$ cat config.mk
export PLATFORM = sky130hd
export DESIGN_NAME = sample_capture_seq
export DESIGN_NICKNAME = d
export VERILOG_FILES = /design/src/rtl/sample_capture_seq_pkg.sv /design/src/rtl/capture_trig_detect.sv /design/src/rtl/sample_capture_seq.sv
export SDC_FILE = /design/constraint.sdc
export NUM_CORES = 1
export LEC_CHECK = 0
export BUFFER_PORTS_ARGS = -buffer_cell sky130_fd_sc_hd__buf_2
export CAP_MARGIN = 20
export CORE_UTILIZATION = 48
export CTS_CLUSTER_SIZE = 28
export DETAILED_ROUTE_END_ITERATION = 6
export PLACE_DENSITY = 0.78
export SKIP_CTS_REPAIR_TIMING = 1
export SYNTH_ARGS = -nofsm -noshare
export SYNTH_HDL_FRONTEND = slang
export SYNTH_SLANG_ARGS = --single-unit
$ cat constraint.sdc
create_clock -name clk -period 2.6 [get_ports clk]
set_clock_uncertainty 0.2 [all_clocks]
set_input_delay 0 -clock clk [delete_from_list [all_inputs] [get_ports clk]]
set_output_delay 0 -clock clk [all_outputs]
set_load 0.1 [all_outputs]
$ cat src/rtl/sample_capture_seq_pkg.sv
// sew_capture_pkg: shared state type and constants for the
// sample capture sequencer and its trigger detector.
package sew_capture_pkg;

   localparam int DATA_W = 11;
   localparam int IDX_W  = 6;
   localparam int DEPTH  = 2 ** IDX_W;

   localparam logic SLOPE_RISE = 1'b0;
   localparam logic SLOPE_FALL = 1'b1;

   typedef enum logic [1:0] {
      IDLE,
      ARMED,
      CAPTURE,
      DONE
   } cap_state_t;

endpackage

$ cat src/rtl/capture_trig_detect.sv
// capture_trig_detect: level-crossing detector; remembers the last
// valid armed sample and flags a crossing against trig_level.
module capture_trig_detect #(
   parameter int DATA_W = 11
) (
   input  logic              clk,
   input  logic              rst_n,
   input  logic              clr,
   input  logic              enable,
   input  logic [DATA_W-1:0] sample_in,
   input  logic              sample_valid,
   input  logic [DATA_W-1:0] trig_level,
   input  logic              trig_slope,
   output logic              hit
);
   import sew_capture_pkg::*;

   logic [DATA_W-1:0] prev;
   logic              prev_valid;
   logic              rise;
   logic              fall;

   // Hold the previous valid sample seen while armed.
   always_ff @(posedge clk) begin
      if (!rst_n) begin
         prev       <= '0;
         prev_valid <= 1'b0;
      end else if (clr) begin
         prev_valid <= 1'b0;
      end else if (enable && sample_valid) begin
         prev       <= sample_in;
         prev_valid <= 1'b1;
      end
   end

   // Crossing between the held sample and the current one.
   always_comb begin
      rise = (prev < trig_level) && (sample_in >= trig_level);
      fall = (prev > trig_level) && (sample_in <= trig_level);
      hit  = 1'b0;
      if (enable && sample_valid && prev_valid) begin
         hit = (trig_slope == SLOPE_FALL) ? fall : rise;
      end
   end

endmodule

$ cat src/rtl/sample_capture_seq.sv
// sample_capture_seq: arms on request, waits for a level crossing, then
// writes 64 decimated samples. Option macro: AUTO_TRIG_EN.
module sample_capture_seq #(
   parameter int DATA_W  = 11,
   parameter int IDX_W   = 6,
   parameter int DECIM_W = 8
`ifdef AUTO_TRIG_EN
   ,
   parameter int AUTO_TIMEOUT = 1000000
`endif
) (
   input  logic               clk,
   input  logic               rst_n,
   input  logic [DATA_W-1:0]  sample_in,
   input  logic               sample_valid,
   input  logic               arm,
   input  logic [DATA_W-1:0]  trig_level,
   input  logic               trig_slope,
   input  logic [DECIM_W-1:0] decim,
   output logic [DATA_W-1:0]  data,
   output logic [IDX_W-1:0]   data_change,
   output logic               wr_stb,
   output logic               busy,
`ifdef AUTO_TRIG_EN
   output logic               auto_trig,
`endif
   output logic               done
);
   import sew_capture_pkg::*;

   localparam logic [IDX_W-1:0] IDX_LAST = {IDX_W{1'b1}};

   cap_state_t         state;
   cap_state_t         state_n;
   logic [IDX_W-1:0]   idx;
   logic [DECIM_W-1:0] decim_q;
   logic [DECIM_W-1:0] dcnt;
   logic               arm_go;
   logic               wr_en;
   logic               armed;
   logic               hit;
   logic               trig;

   assign armed = (state == ARMED);
   assign busy  = (state == ARMED) || (state == CAPTURE);
   assign done  = (state == DONE);

   capture_trig_detect #(
      .DATA_W(DATA_W)
   ) u_trig (
      .clk          (clk),
      .rst_n        (rst_n),
      .clr          (arm_go),
      .enable       (armed),
      .sample_in    (sample_in),
      .sample_valid (sample_valid),
      .trig_level   (trig_level),
      .trig_slope   (trig_slope),
      .hit          (hit)
   );

`ifdef AUTO_TRIG_EN
   localparam int TW = $clog2(AUTO_TIMEOUT) + 1;
   localparam logic [TW-1:0] TLAST = TW'(AUTO_TIMEOUT - 1);

   logic [TW-1:0] tcnt;
   logic          forced;

   // Once the dwell timer expires the next valid sample fires.
   assign forced = armed && sample_valid && (tcnt == TLAST);
   assign trig   = hit || forced;

   // ARMED dwell timer; saturates at the forced-trigger point.
   always_ff @(posedge clk) begin
      if (!rst_n) begin
         tcnt <= '0;
      end else if (arm_go) begin
         tcnt <= '0;
      end else if (armed && (tcnt != TLAST)) begin
         tcnt <= tcnt + 1'b1;
      end
   end

   // Marks a capture started by timeout rather than a crossing.
   always_ff @(posedge clk) begin
      if (!rst_n) begin
         auto_trig <= 1'b0;
      end else if (arm_go) begin
         auto_trig <= 1'b0;
      end else if (forced && !hit) begin
         auto_trig <= 1'b1;
      end
   end
`else
   assign trig = hit;
`endif

   // State register.
   always_ff @(posedge clk) begin
      if (!rst_n) begin
         state <= IDLE;
      end else begin
         state <= state_n;
      end
   end

   // Next state plus the arm and write decisions for this cycle.
   always_comb begin
      state_n = state;
      arm_go  = 1'b0;
      wr_en   = 1'b0;
      unique case (state)
         IDLE: begin
            if (arm) begin
               arm_go  = 1'b1;
               state_n = ARMED;
            end
         end
         ARMED: begin
            if (trig) begin
               wr_en   = 1'b1;
               state_n = CAPTURE;
            end
         end
         CAPTURE: begin
            if (sample_valid && (dcnt == decim_q)) begin
               wr_en = 1'b1;
               if (idx == IDX_LAST) begin
                  state_n = DONE;
               end
            end
         end
         DONE: begin
            if (arm) begin
               arm_go  = 1'b1;
               state_n = ARMED;
            end
         end
         default: begin
            state_n = IDLE;
         end
      endcase
   end

   // Decimation counter, slot index and the bank write port.
   always_ff @(posedge clk) begin
      if (!rst_n) begin
         decim_q     <= '0;
         dcnt        <= '0;
         idx         <= '0;
         data        <= '0;
         data_change <= '0;
         wr_stb      <= 1'b0;
      end else begin
         wr_stb <= wr_en;
         if (arm_go) begin
            decim_q <= decim;
            dcnt    <= '0;
            idx     <= '0;
         end
         if ((state == CAPTURE) && sample_valid) begin
            if (dcnt == decim_q) begin
               dcnt <= '0;
            end else begin
               dcnt <= dcnt + 1'b1;
            end
         end
         if (wr_en) begin
            data        <= sample_in;
            data_change <= idx;
            idx         <= idx + 1'b1;
         end
      end
   end

endmodule

# Word level (Yosys, flattened, before mapping)
# Index checks and enable logic that the tools add are counted.
# totals
ff_bits	54
inputBits	35
output_inout_bits	20
word_cells	57
# classes
n_addsub	2
order_cmp	4
n_eq_ne	9
n_mux	17
n_bitwise	2
reduce_logical	14
# ops
operator	count
2-to-1 mux 8 bit	3
2-to-1 mux 6 bit	2
>= comparator 11 bit	1
greater-than comparator 11 bit	1
<= comparator 11 bit	1
< comparator 11 bit	1
adder 8 x 1 -> 8 bit, second input constant	1
equality test 8 bit	1
2-to-1 mux 2 bit	4
adder 6 x 1 -> 6 bit, second input constant	1
equality test 6 bit, second input constant	1
logical AND 1 bit	6
2-to-1 mux 1 bit	6
inequality test 2 bit, second input constant	3
one-hot mux 2 bit (3 select lines)	1
equality test 2 bit, second input constant	2
AND reduction 4 bit	1
nonzero test 2 bit	2
OR reduction 2 bit	2
equality test 2 x 1 -> 1 bit, second input constant	1
zero test 2 bit	1
inequality test 2 x 1 -> 1 bit, second input constant	1
NOT 1 bit	2
one-hot mux 1 bit (2 select lines)	1
2 further kinds	2

# Longest topological paths before layout
# Gate-level depths: netlist (run 1).
# depth
word_depth	7
depth_mapped	11
ltp_nobuf	10

# Modules after synthesis
# Synthesis (run 1) repeated with hierarchy kept, for this count alone.
# hier_totals
hier_cells	353
hier_area_um2	2914.0
# modules_own_cells
mod	instances	cells_each	area_each_um2	seq_area_each_um2
sample_capture_seq	1	227	1914.3	840.8
capture_trig_detect	1	126	999.7	240.2

# Worst setup path before layout (run 1)
# Ideal clock, no wire load.
# synth_path
path_kind	register -> register
from	reg u_trig.prev[4]
to	reg idx[3]
setup_ns	0.116
t_arrival_ns	2.063
required_time_ns	2.284
path_slack_ns	0.221
path_stages_with_launch	10
path_buffers	0
period_less_slack_ns	2.379
path_cell_list	dfxtp_1 > ha_1 > nand4_1 > a21oi_1 > nor3_1 > o21a_1 > or4_4 > a21oi_4 > a2111oi_0 > a41o_1
# synth_between
elab_chain_len	7
word_cells_on_any_way	10
classes_between	2 x order compare; 5 x mux; 3 x reduce/logical
# synth_lines
item	line	source
start: declaration	capture_trig_detect.sv:18	logic [DATA_W-1:0] prev;
start signal: assignment	capture_trig_detect.sv:31	prev <= sample_in;
< comparator 11 bit / greater-than comparator 11 bit (equally long branches)	capture_trig_detect.sv:38, capture_trig_detect.sv:39	
logical AND 1 bit (on tied branches)	capture_trig_detect.sv:38, capture_trig_detect.sv:39	
2-to-1 mux 1 bit (*)	capture_trig_detect.sv:42	hit = (trig_slope == SLOPE_FALL) ? fall : rise;
2-to-1 mux 1 bit (*)	capture_trig_detect.sv:41	if (enable && sample_valid && prev_valid) begin
2-to-1 mux 1 bit (*)	sample_capture_seq.sv:120	if (trig) begin
one-hot mux 1 bit (2 select lines) (*)	sample_capture_seq.sv:112	unique case (state)
2-to-1 mux 6 bit / nonzero test 2 bit (equally long branches)	--	
end signal: assignment	sample_capture_seq.sv:171	idx <= idx + 1'b1;
end: declaration	sample_capture_seq.sv:35	logic [IDX_W-1:0] idx;
# Every way passes the cells marked *; elsewhere a longest branch is shown, timed or not.
# A chain may end at the register's enable or synchronous reset.

# Final worst setup path (run 1)
# layout_path
from	reg u_trig.prev[1]
to	reg idx[2]
# The elaborated chain is that of the path after synthesis.

==> metrics, run 1 <==
status complete, but fails checks; failing checks setup timing; Mapped Area 0.002905 sq mm; Post-synth EDFFs 0; Top delay family on crit path compound AO/OA/AOI/OAI gates; CP Max Fanout 7; LEAKAGE 1.657 nW; # diodes 0; async set-reset flop share out of synthesis 0%; TritonCTS Buffers 5; Yosys reg bits 54; Post-Synth Adder-Cell Area 12.06%; initial core utilization 51.19%; WL final 7297 um; CTS tree yes; hold_sp rst_n; clk buf depth 2; Post-DRT Antenna Nets 0; critical path class flop to flop; CP max-delay cell or4_4; area share of the largest cell type after synthesis 37.21%; commonest non-fill, non-tap cells in the layout nand2_1, buf_2, dfxtp_1; grt met2 use 36.67%; # IOs 55; Final #Nets 504; Tot Pwr 2.406 mW; core area 0.005675 sq mm; CP endpoint kind flop; DR DRC count 0; final setup margin -2.726 ps; DR WL/cell 14.20 um; # rows 27; Port Buffers 54; relative slew slack 59.50%; drt via density 5.430; Seq/Total Area, Yosys 37.21%; Critical Path Source u_trig.prev[1]$_SDFFE_PN0P_; root buffer cell clkbuf_8; fin. max-slew vios 0; # setup viols final 1; Vias 2791; crit start category flop; Worst-path clk slew 100 ps; Avg Cell Area, Syn 8.048 sq um; cell taking the most area after synthesis dfxtp_1; internal power 1.487 mW; vias in the first global route 2350; First DRT Iteration DRCs 88; initial antenna violation count 0; xor/xnor share of the synthesized area 2.412%; Die ar. 0.006368 sq mm; Synth area leaders dfxtp_1, ha_1, nand2_1, a21oi_1, nand3_1; drt first pass iters 5; switching pwr 0.9182 mW; Syn Nets 424; CP max stage delay 470 ps; HP Class primary input to flop; fin crit period 2603 ps; Top FF cell, synth dfxtp_1; Worst Path Arrival 2610 ps; slew at the pin with the worst max-slew slack 607.6 ps; first-pass GRT wire length 10400 um; CP Data Required Time 2610 ps; gr busiest metal met2; Detailed Place HPWL 4714 um; worst skew pair latency 310 ps; Max H-tree Level 2; Distinct cells, synth 45; pin count of the biggest net entering global routing 44; worst r2r src u_trig.prev[1]$_SDFFE_PN0P_; final core occ 65.61%; met1 usage in global routing 25.72%; Comb power frac 36.3%; die height 79.80 um; share of cells above drive strength 1 21.49%; total clock sinks 54; sequential power share 39.5%; max cap viols 0; Final Hold Fails 0; commonest non-fill, non-tap cell in the layout nand2_1; Placer Congestion 0.8585; fin crit share 100.1%; Worst Path Buf+Inv 1; Hold Slack 15.08 ps; global-route met3 utilization 3.657%; Synth Area in Compound Gates 18.17%; Clk pwr share 24.1%; critical-path cell list ha_1, nand3b_1, a21oi_2, nor3_1, o21a_1, or4_4, a21oi_4, buf_12, a2111oi_1, a41o_1; post-synthesis cell count 361; Area growth, synth to finish 28.17%; fmax 0.3842 GHz; sw frac 38.17%; largest family of logic cells by synthesized area simple AND/OR/NAND/NOR gates; total track usage 20.86%; mux contribution to synthesized area 0.3445%; power per cell area 646.0 mW/mm^2; YS warnings 0; Die X-Extent 79.80 um; grt total ovfl 0; worst vdd ir 728.7 uV; Post-Synth Simple-Gate Area 23.73%; Setup TNS -2.726 ps
==> kinds of logic after synthesis <==
| kind of cell | count (synthesis) |
|---|---|
| xor gates and xnor gates | 8 |
| buffers and inverters | 38 |
| DFF | 54 |
| adders and majority gates | 28 |
| muxes | 1 |
| AOI/OAI and AO/OA | 88 |
| and+or+nand+nor | 144 |
==> worst paths after layout <==
| path | to | slack [ps] | cells after the start |
|---|---|---|---|
| max | idx[2]$_SDFFE_PN0P_ | -3 | 10 |
| min | dcnt[0]$_SDFFE_PN0P_ | 20 | 4 |
| max reg2reg | idx[2]$_SDFFE_PN0P_ | -3 | 10 |
| min reg2reg | data[8]$_SDFFE_PN0P_ | 250 | 2 |
==> Yosys cell counts, types with 2 or more instances <==
master     number
and3_1          5
o21ai_1         3
a2111oi_0       2
inv_1          21
ha_1           28
a41o_1          2
nor2_1         14
clkbuf_1        9
a211o_1         2
dfxtp_1        54
nand2b_1        2
nand4_1         7
buf_4           2
xor2_1          8
a211oi_1        2
nand3_1        29
nor3_1          3
o21a_1          3
nand3b_1        6
buf_1           2
a21oi_1        39
buf_6           2
nor2b_1         3
nor4_1          2
nand2_1        63
or3_1           3
o21bai_1        2
o21ai_0        26
==> through the flow <==
stage | instances | area (sq um) | worst slack (ps)
finish | 514 | 3724 | -2.726
detailed placement | 479 | 3248 | -1.831
floorplan | 361 | 2905 | 220.6
CTS | 487 | 3358 | 46.15
global placement | 479 | 3248 | 71.21
global route | 514 | 3724 | -64.96
==> sequential cells by signal, summed over array words and instances (netlist names) <==
register,count
data,11
u_trig.prev,11
dcnt,8
decim_q,8
data_change,6
idx,6
state,2
u_trig.prev_valid,1
wr_stb,1
==> per-layer routing <==
| layer | routed length (um) | vias up |
|---|---|---|
| met4 | 156 | 0 |
| li1 | - | 1415 |
| met2 | 3478 | 73 |
| met1 | 3354 | 1293 |
| met3 | 307 | 10 |
| met5 | 0 | - |
==> area by class of cell <==
| cell class | instances | area (sq um) |
|---|---|---|
| tap | 72 | 90.09 |
| sequential | 54 | 1089 |
| fill | 482 | 1952 |
| clock buffer | 6 | 72.57 |
| inverter | 21 | 78.83 |
| multi-input combinational | 269 | 1697 |
| clock inverter | 2 | 37.54 |
| timing repair buffer | 90 | 659.4 |
==> worst register-to-register path, cell delays in order, from the launching register on <==
cell and delay (ps):
dfxtp_1 350, ha_1 310, nand3b_1 110, a21oi_2 150, nor3_1 60, o21a_1 200, or4_4 470, a21oi_4 200
buf_12 150, a2111oi_1 80, a41o_1 220
==> power groups by stage <==
stage,registers (mW),logic [mW],clock network [mW]
CTS,0.946,0.804,0.592
finish,0.951,0.874,0.581
detailed placement,0.965,0.798,0
floorplan,0.994,0.565,0
global route,0.961,0.956,0.620
global placement,0.962,0.781,0
Note: power is estimated with default switching activity, not from simulation.
==> inputs of run 2 (changes only) <==
CORE_MARGIN = 2   (was not set)
SYNTH_HIERARCHICAL = 1   (was not set)
==> metrics, run 2 <==
commonest non-fill, non-tap cell in the layout nand2_1; Seq/Total Area, Yosys 37.10% (-0.11 points); WL final 8139 um (+12%); switching pwr 0.9441 mW (+2.8%); Clk pwr share 23.6% (-0.5 points); # IOs 55 (unchanged); CP max stage delay 380 ps (-90 ps); Storage cell area 0.001086 sq mm (-0.23%); Die ar. 0.006710 sq mm (+5.4%); fin crit share 113.6% (+13 points); slew at the pin with the worst max-slew slack 562.9 ps (-44.69 ps); DR WL/cell 15.53 um (+9.4%); die height 81.92 um (+2.7%); Synth Area in Compound Gates 18.89% (+0.72 points); Tot Pwr 2.502 mW (+4.0%); fmax 0.3387 GHz (-12%); RSZ-0062 raised after global routing true; Post-DRT Antenna Nets 0 (unchanged); vias in the first global route 2347 (-0.13%); Critical Path Stages 13 (+3); CP max-delay cell or3_4; Inst Count DP 483 (+0.84%); fin. max-slew vios 0 (unchanged); status complete, but fails checks; Comb power frac 38.0% (+1.7 points); share of cells above drive strength 1 28.51% (+7.0 points); Worst Path Buf+Inv 2 (+1); Setup TNS -7192 ps (-7189 ps); Port Buffers 54 (unchanged); Post-synth EDFFs 0 (unchanged); Yosys reg bits 54 (unchanged); CTS tree yes; largest family of logic cells by synthesized area simple AND/OR/NAND/NOR gates; # rows 28 (+3.7%); internal power 1.558 mW (+4.7%); total track usage 21.09% (+0.23 points); Detailed Place HPWL 5106 um (+8.3%); Placed Area 0.003362 sq mm (+3.5%); critical-path cell list ha_4, nand4_1, a21oi_2, or3_4, a21o_4, xor2_1, o22a_1, and3_4, a31oi_4, buf_6, clkbuf_16, nand3_1, o21ai_1; root buffer cell clkbuf_8; hold depth 2 (-2); Final #Nets 511 (+1.4%); multi-input logic area 0.001883 sq mm (+11%); # diodes 0 (unchanged); most common cell in the netlist nand2_1; worst r2r src u_trig/prev[4]$_SDFFE_PN0P_; top sig layer met4; post-synthesis cell count 353 (-2.2%); Hold EP data_change[4]$_SDFFE_PN0P_; synth cell count leaders nand2_1, dfxtp_1, nand3_1, o21ai_0, ha_1; core area 0.005886 sq mm (+3.7%); Die X-Extent 81.92 um (+2.7%); Synth area leaders dfxtp_1, ha_1, nand2_1, nand3_1, o21ai_0; Worst Path Arrival 3010 ps (+400 ps); TritonCTS Buffers 5 (unchanged); Post-Synth Adder-Cell Area 11.59% (-0.47 points); critical path class flop to flop; relative slew slack 62.08% (+2.6 points); met2 WL 4043 um (+16%); HP Class flop to flop; power per cell area 621.1 mW/mm^2 (-3.9%); # setup viols final 26 (+25); Vias 2954 (+5.8%); area share of the largest cell type after synthesis 37.10% (-0.11 points); metal3 WL 378 um (+23%); fin crit period 2952 ps (+349.6 ps); post-route design area 0.004028 sq mm (+8.2%); pin count of the biggest net entering global routing 56 (+27%); hold_sp data_change[4]$_SDFFE_PN0P_; mux contribution to synthesized area 0.3435% (-0.0010 points); Worst Reg-to-Reg Cells 13 (+3); LEAKAGE 1.786 nW (+7.7%); final setup margin -352.4 ps (-349.6 ps); cell taking the most area after synthesis dfxtp_1; Reg-to-Reg End data[8]$_SDFFE_PN0P_; Mapped Area 0.002914 sq mm (+0.30%); drt via density 5.637 (+3.8%); DR DRC count 1 (+1); CP Max Fanout 5 (-2); crit start category flop; Placer Congestion 0.8356 (-2.7%); failing checks DRC, setup timing; top flop regs data x11, u_trig/prev x11; CP Data Required Time 2650 ps (+40 ps); max cap viols 0 (unchanged); initial core utilization 49.51% (-1.7 points); clk buf depth 2 (unchanged); Top delay family on crit path simple AND/OR/NAND/NOR gates; grt total ovfl 0 (unchanged); Final Hold Fails 0 (unchanged); async set-reset flop share out of synthesis 0% (unchanged); worst vdd ir 609.8 uV (-16%); sw frac 37.74% (-0.43 points); Top FF cell, synth dfxtp_1; wire length on met1 3608 um (+7.6%); YS warnings 6 (+6); commonest non-fill, non-tap cells in the layout nand2_1, buf_2, dfxtp_1; Avg Cell Area, Syn 8.255 sq um (+2.6%); xor/xnor share of the synthesized area 3.607% (+1.2 points); Post-Synth Simple-Gate Area 23.27% (-0.46 points); drt first pass iters 7 (+2); FF-to-FF setup slack -350 ps (-350 ps); CP endpoint kind flop; Syn Nets 415 (-2.1%); Max H-tree Level 2 (unchanged); Fillers 452 (-6.2%); initial antenna violation count 0 (unchanged); First DRT Iteration DRCs 257 (+190%); total clock sinks 54 (unchanged); final std cells w/o fill 524 (+1.9%); Distinct cells, synth 45 (unchanged); first-pass GRT wire length 11050 um (+6.2%); sequential power share 38.4% (-1.1 points); worst skew pair latency 310 ps (about the same); Area growth, synth to finish 38.21%; Worst-path clk slew 100 ps (about the same)
## run 2: changes by cell type after synthesis, sizes merged, moves of 4 or more
cell,delta
a21boi,+13
a21oi,-21
nor2,-4
o21ai,+5
nand2,+5
## run 2: tightest hold or removal path, delay by kind of cell, from the launching register on
family / cells / cell delay, ps
AOI/OAI and AO/OA: 1 / 50
and+or+nand+nor: 1 / 50
DFF: 1 / 320
## run 2: stage by stage
step / util (%) / setup slack, ps / hold slack, ps
2_1_floorplan: - / -117.7 / -67.42
3_3_place_gp: 57.12 / -193.5 / 40.78
3_5_place_dp: 57.12 / -316.7 / 50.90
4_1_cts: 59.03 / -336.6 / -278.5
5_1_grt: 68.43 / -402.8 / 283.7
6_report: 68.43 / -352.4 / 265.0
## run 2: cell type report
type / count / area share, %
Clock buffer: 6 / 2.050
Clock inverter: 1 / 0.7456
Inverter: 19 / 1.771
Multi-Input combinational cell: 266 / 46.75
Sequential cell: 54 / 26.96
Tap cell: 75 / 2.330
Timing Repair Buffer: 103 / 19.38
## run 2: power groups by stage
stage	clock [mW]	combinational (mW)	sequential, mW
after floorplan	0	0.552	0.997
after global placement	0	0.777	0.966
after detailed placement	0	0.798	0.970
after CTS	0.589	0.802	0.950
after global routing	0.623	1.02	0.968
final	0.591	0.950	0.960
## run 2: cells by family (layout without fill, tap and decap cells)
group,Yosys count,count (layout)
multiplexers,1,1
XOR/XNOR,12,12
buffers and inverters,34,129
adder cells (fa/ha/maj),27,27
AO/OA/AOI/OAI,85,86
flip-flops,54,54
AND/OR/NAND/NOR,140,140
## run 2: worst max-delay path by stage
stage                                           start  slack (ps)                   end
after floorplan           u_trig/prev[4]$_SDFFE_PN0P_        -120   idx[0]$_SDFFE_PN0P_
after global placement    u_trig/prev[4]$_SDFFE_PN0P_        -190  data[7]$_SDFFE_PN0P_
after detailed placement  u_trig/prev[2]$_SDFFE_PN0P_        -320  data[0]$_SDFFE_PN0P_
after CTS                 u_trig/prev[2]$_SDFFE_PN0P_        -340  data[0]$_SDFFE_PN0P_
after global routing      u_trig/prev[4]$_SDFFE_PN0P_        -400   idx[0]$_SDFFE_PN0P_
final                     u_trig/prev[4]$_SDFFE_PN0P_        -350  data[8]$_SDFFE_PN0P_
## run 2: metal layers
metal | GRT usage (%) | vias up
li1 | - | 1432
met1 | 30.19 | 1397
met2 | 32.36 | 109
met3 | 4.396 | 16
met4 | 5.000 | 0
met5 | 0 | -
